`config.mk`:
```
export PLATFORM = sky130hd
export DESIGN_NAME = mult_core
export DESIGN_NICKNAME = d
export VERILOG_FILES = /design/src/rtl/mult_pkg.sv /design/src/rtl/mult_step.sv /design/src/rtl/mult_core.sv
export SDC_FILE = /design/constraint.sdc
export NUM_CORES = 1
export LEC_CHECK = 0
export ABC_AREA = 1
export CAP_MARGIN = 20
export CORE_MARGIN = 3
export CORE_UTILIZATION = 48
export CTS_CLUSTER_SIZE = 12
export DETAILED_ROUTE_END_ITERATION = 16
export PLACE_DENSITY = 0.82
export SYNTH_ARGS = -nofsm -noshare
export SYNTH_HDL_FRONTEND = slang
export SYNTH_SLANG_ARGS = --single-unit
```
`constraint.sdc`:
```
create_clock -name clk -period 1.9 [get_ports clk]
set_input_delay 0.475 -clock clk [delete_from_list [all_inputs] [get_ports clk]]
set_output_delay 0.475 -clock clk [all_outputs]
set_load 0.02 [all_outputs]
```
`src/rtl/mult_pkg.sv`:
```
// ---------------------------------------------------------------------------
// mult_pkg
// Shared constants and types for the iterative shift-add multiplier.
//   MULT_WIDTH : default operand width in bits
//   PROD_W     : product width at the default operand width
//   state_t    : controller state encoding (IDLE / RUN / DONE)
// ---------------------------------------------------------------------------
package mult_pkg;

  localparam int MULT_WIDTH = 12;
  localparam int PROD_W     = 2 * MULT_WIDTH;

  typedef enum logic [1:0] {
    IDLE = 2'b00,
    RUN  = 2'b01,
    DONE = 2'b10
  } state_t;

endpackage

```
`src/rtl/mult_step.sv`:
```
// ---------------------------------------------------------------------------
// mult_step
// One combinational add-and-shift step of a shift-add multiplier.
// Ports:
//   acc         in   WIDTH  upper half of the running {acc,mplier} register
//   mcand       in   WIDTH  multiplicand
//   mplier      in   WIDTH  lower half; bit 0 selects whether mcand is added
//   acc_next    out  WIDTH  upper half after the step
//   mplier_next out  WIDTH  lower half after the step
// ---------------------------------------------------------------------------
module mult_step #(
  parameter int WIDTH = 12
) (
  input  logic [WIDTH-1:0] acc,
  input  logic [WIDTH-1:0] mcand,
  input  logic [WIDTH-1:0] mplier,
  output logic [WIDTH-1:0] acc_next,
  output logic [WIDTH-1:0] mplier_next
);

  logic [WIDTH:0] sum;

  // The add keeps its carry in bit WIDTH. Shifting {sum,mplier} right by one
  // drops the multiplier bit just consumed and moves the sum's low bit into
  // the top of the multiplier half, so the carry lands back inside acc.
  always_comb begin
    sum         = {1'b0, acc} + (mplier[0] ? {1'b0, mcand} : {(WIDTH+1){1'b0}});
    acc_next    = sum[WIDTH:1];
    mplier_next = {sum[0], mplier[WIDTH-1:1]};
  end

endmodule

```
`src/rtl/mult_core.sv`:
```
// ---------------------------------------------------------------------------
// mult_core
// Iterative unsigned shift-add multiplier, z = x * y, one bit per clock.
// The product is handed to a downstream serialiser only when it is not busy.
// Ports:
//   clk         in   1        system clock, rising edge
//   reset       in   1        synchronous active-high reset
//   start       in   1        begin a multiply (sampled only while idle)
//   x_parallel  in   WIDTH    multiplicand, captured on the accepting edge
//   y_parallel  in   WIDTH    multiplier, captured on the accepting edge
//   z_busy      in   1        downstream busy; holds the product hand-off
//   busy        out  1        high whenever a multiply is in progress
//   z_parallel  out  2*WIDTH  product register, updated on hand-off only
//   sz          out  1        one-cycle strobe following a z_parallel update
// ---------------------------------------------------------------------------
module mult_core
  import mult_pkg::*;
#(
  parameter int WIDTH = MULT_WIDTH
) (
  input  logic               clk,
  input  logic               reset,
  input  logic               start,
  input  logic [WIDTH-1:0]   x_parallel,
  input  logic [WIDTH-1:0]   y_parallel,
  input  logic               z_busy,
  output logic               busy,
  output logic [2*WIDTH-1:0] z_parallel,
  output logic               sz
);

  localparam int CNT_W = $clog2(WIDTH) + 1;
  localparam logic [CNT_W-1:0] LAST_STEP = CNT_W'(WIDTH - 1);

  state_t           state_q;
  state_t           state_d;
  logic [CNT_W-1:0] count;
  logic [WIDTH-1:0] acc;
  logic [WIDTH-1:0] mcand;
  logic [WIDTH-1:0] mplier;
  logic [WIDTH-1:0] acc_next;
  logic [WIDTH-1:0] mplier_next;

  mult_step #(.WIDTH(WIDTH)) u_step (
    .acc         (acc),
    .mcand       (mcand),
    .mplier      (mplier),
    .acc_next    (acc_next),
    .mplier_next (mplier_next)
  );

  // State register for the IDLE -> RUN -> DONE controller.
  always_ff @(posedge clk) begin
    if (reset) begin
      state_q <= IDLE;
    end else begin
      state_q <= state_d;
    end
  end

  // Next-state logic. RUN lasts exactly WIDTH steps; DONE waits for the
  // downstream to become free before returning to IDLE. start outside IDLE
  // is deliberately ignored rather than queued.
  always_comb begin
    state_d = state_q;
    busy    = (state_q != IDLE);
    case (state_q)
      IDLE:    if (start)              state_d = RUN;
      RUN:     if (count == LAST_STEP) state_d = DONE;
      DONE:    if (!z_busy)            state_d = IDLE;
      default:                         state_d = IDLE;
    endcase
  end

  // Datapath: operand capture on accept, one add-shift per RUN cycle, and the
  // product hand-off in DONE. sz defaults low so it can only ever last a
  // single cycle, and a reset mid-multiply leaves nothing to hand off.
  always_ff @(posedge clk) begin
    if (reset) begin
      count      <= '0;
      acc        <= '0;
      mcand      <= '0;
      mplier     <= '0;
      z_parallel <= '0;
      sz         <= 1'b0;
    end else begin
      sz <= 1'b0;
      case (state_q)
        IDLE: begin
          if (start) begin
            mcand  <= x_parallel;
            mplier <= y_parallel;
            acc    <= '0;
            count  <= '0;
          end
        end
        RUN: begin
          acc    <= acc_next;
          mplier <= mplier_next;
          count  <= count + 1'b1;
        end
        DONE: begin
          if (!z_busy) begin
            z_parallel <= {acc, mplier};
            sz         <= 1'b1;
          end
        end
        default: ;
      endcase
    end
  end

endmodule

```
==> flow_summary.json <==
{
  "outcome": "completed",
  "yosysSeqAreaShare": 0.414,
  "syn_nets": 493,
  "p_leak_uw": 0.00179,
  "yosysWarnings": 0,
  "wire_per_inst_um": 13.5,
  "start_util": 0.507,
  "clock_latency_ns": 0.34,
  "numPlacedInstances": 573,
  "arrival_ns": 2.01,
  "cts_tree": "yes",
  "skew_ns": 0.00480,
  "critPathMaxFanout": 8,
  "dr_wl_met2_mm": 3.74,
  "synth_area_leaders": "dfxtp_1, inv_1, nand2_1",
  "via_per_inst": 5.23,
  "cts.sinks": 68,
  "core_region_area_um2": 6490,
  "p_per_area_nw_per_um2": 800,
  "yosysTopAreaCellShare": 0.414,
  "fin_nets": 551,
  "cts-root-buf": "clkbuf_8",
  "crit_type": "flip-flop to flip-flop",
  "yosysUniqueCellTypes": 31,
  "grtUsageTotal": 0.213,
  "max_cap_violations": 0,
  "numPortBuffers": 53,
  "vdd_drop_max_mv": 0.349,
  "hold_class": "flip-flop to flip-flop",
  "cp-start-kind": "flip-flop",
  "synthToLayoutAreaGrowth_pct": 29.2,
  "routed-via-count": 3088,
  "synth_common_cells": "inv_1, nand2_1, dfxtp_1, a21oi_1, o21ai_0",
  "place_hpwl_mm": 5.66,
  "cts_buffers": 9,
  "synth_cells": 451,
  "clkTransAtPathRegs_ns": 0.07,
  "setup_tns_ns": 0,
  "synth_flop_cell": "dfxtp_1",
  "ant_nets": 0,
  "tightest_slew_ns": 0.368,
  "relSlewSlack": 0.754,
  "power_uw": 3400,
  "n_antenna_cell": 0,
  "gr-total-overflow": 0,
  "fillers": 558,
  "clockBufferDepth": 2,
  "endpoint_kind": "flip-flop",
  "slew_viol_final": 0,
  "route.detailed.drc": 0,
  "fin_crit_ns": 1.78,
  "htree_levels": 3,
  "hold_viol_final": 0,
  "gp_congestion": 0.917,
  "wl_mm": 7.98,
  "syn_area_um2": 3290,
  "timing.hold.ws_ns": 0.442,
  "wl_met1_mm": 3.61,
  "syn_avg_cell_area_um2": 7.30,
  "yosysTopAreaCell": "dfxtp_1",
  "topRoutingLayerUsed": "met4",
  "synth-edff-count": 0,
  "grt_pass1_vias": 2831,
  "min_period_over_period": 0.939,
  "die_area_um2": 7890,
  "firstDrtPassIters": 5,
  "ys_ff_latch": 68,
  "max_freq_mhz": 560,
  "stdcell_count": 590,
  "setup_viol": 0,
  "async_reset_ff_frac": 0,
  "drive_gt1_frac": 0.138,
  "num_rows": 29,
  "first_iter_violations": 148,
  "grt_max_degree": 50,
  "dieWidth_um": 88.8,
  "worstPathRequired_ns": 2.12,
  "io-pin-count": 54,
  "grt_pass1_wl_mm": 13.0,
  "antenna_found_initial": 0,
  "wl_met3_um": 514,
  "die_h_um": 88.8
}
[power breakdown]
group	switching [uW]	total, uW	internal (uW)
logic	312	556	244
registers	67.2	1590	1520
clock network	531	1260	727
total	910	3400	2490
[final timing paths]
path,startpoint,to,slack [ns],cells after the start
worst min register to register,z_parallel[15],z_parallel[15],0.44,2
worst min-delay path,z_parallel[15],z_parallel[15],0.44,2
worst max-delay path,mplier[0],acc[11],0.12,12
worst max register to register,mplier[0],acc[11],0.12,12
[worst max-delay path: stages, from the launching register on]
cell	delay, ns
dfxtp_4	0.37
buf_6	0.14
nand2_1	0.06
inv_1	0.04
ha_1	0.34
a21oi_1	0.19
nor2_1	0.08
nor2_2	0.14
nand2_2	0.08
nand2_1	0.05
nand3_1	0.06
nand2_1	0.07
a21oi_2	0.05
[per-stage QoR]
| stage | utilization | cell area (um^2) | setup WS (ns) |
|---|---|---|---|
| final | 0.655 | 4250 | 0.115 |
| after global routing | 0.655 | 4250 | -0.0327 |
| after CTS | 0.640 | 4160 | 0.0416 |
| after detailed placement | 0.609 | 3960 | 0.0622 |
| after global placement | 0.609 | 3960 | 0.117 |
| after floorplan | - | 3300 | 0.0366 |
[cell families (layout without fill, tap and decap cells)]
| kind of cell | after synthesis | after routing | synth area share |
|---|---|---|---|
| fa+ha+maj | 14 | 14 | 0.0555 |
| compound gates | 118 | 118 | 0.206 |
| simple gates | 153 | 153 | 0.206 |
| flops | 68 | 68 | 0.414 |
| buf+inv | 98 | 160 | 0.119 |
[layout make-up]
type | instances | area [um^2] | share of cell area
inverter | 77 | 292 | 0.0685
tap | 77 | 96.3 | 0.0227
timing repair buffer | 68 | 683 | 0.161
multi-input combinational | 285 | 1610 | 0.379
sequential | 68 | 1370 | 0.321
clock inverter | 5 | 77.6 | 0.0182
clock buffer | 10 | 128 | 0.0300
[placed cells by master (no fill, tap or decap), types with 2 or more instances in the layout]
master           Yosys  final
nor2_1              39     36
ha_1                13      7
dfxtp_1             68     67
nand4_1              4      4
ha_2                 0      4
clkbuf_8             0      9
bufinv_16            0      2
nand3_1             21     19
a211oi_1             2      2
inv_1               73     70
clkdlybuf4s50_1      0     52
nor2_2               0      3
nor3_1               4      4
ha_4                 0      2
o21ai_0             41     41
nand2_1             73     66
buf_4                0     11
clkinv_2             0      2
nand2_2              4     11
a21oi_2              7      7
nand3_2              0      2
a21oi_1             52     52
inv_2                3      6
o221ai_1            12     12
nand3b_1             3      3
buf_12               0      3
[sequential cells by signal, indices dropped and copies added, names as in the netlist]
register and flops:
sz 1, state_q 2, mplier 12, acc 12, count 5, z_parallel 24
mcand 12
[metal layers]
metal / vias to the layer above / GRT usage
met5: - / 0
met4: 0 / 0.0646
met3: 14 / 0.0493
met2: 95 / 0.343
met1: 1394 / 0.283
li1: 1585 / -
[repair_timing]
item | 4_1_cts | 5_1_grt
endpoints found under the setup margin | 1 | 8
pin swaps | 0 | 4
resized for setup | 1 | 25
setup buffers | 0 | 2
hold buffers | 0 | 0
Power figures use the tool's default switching activity.
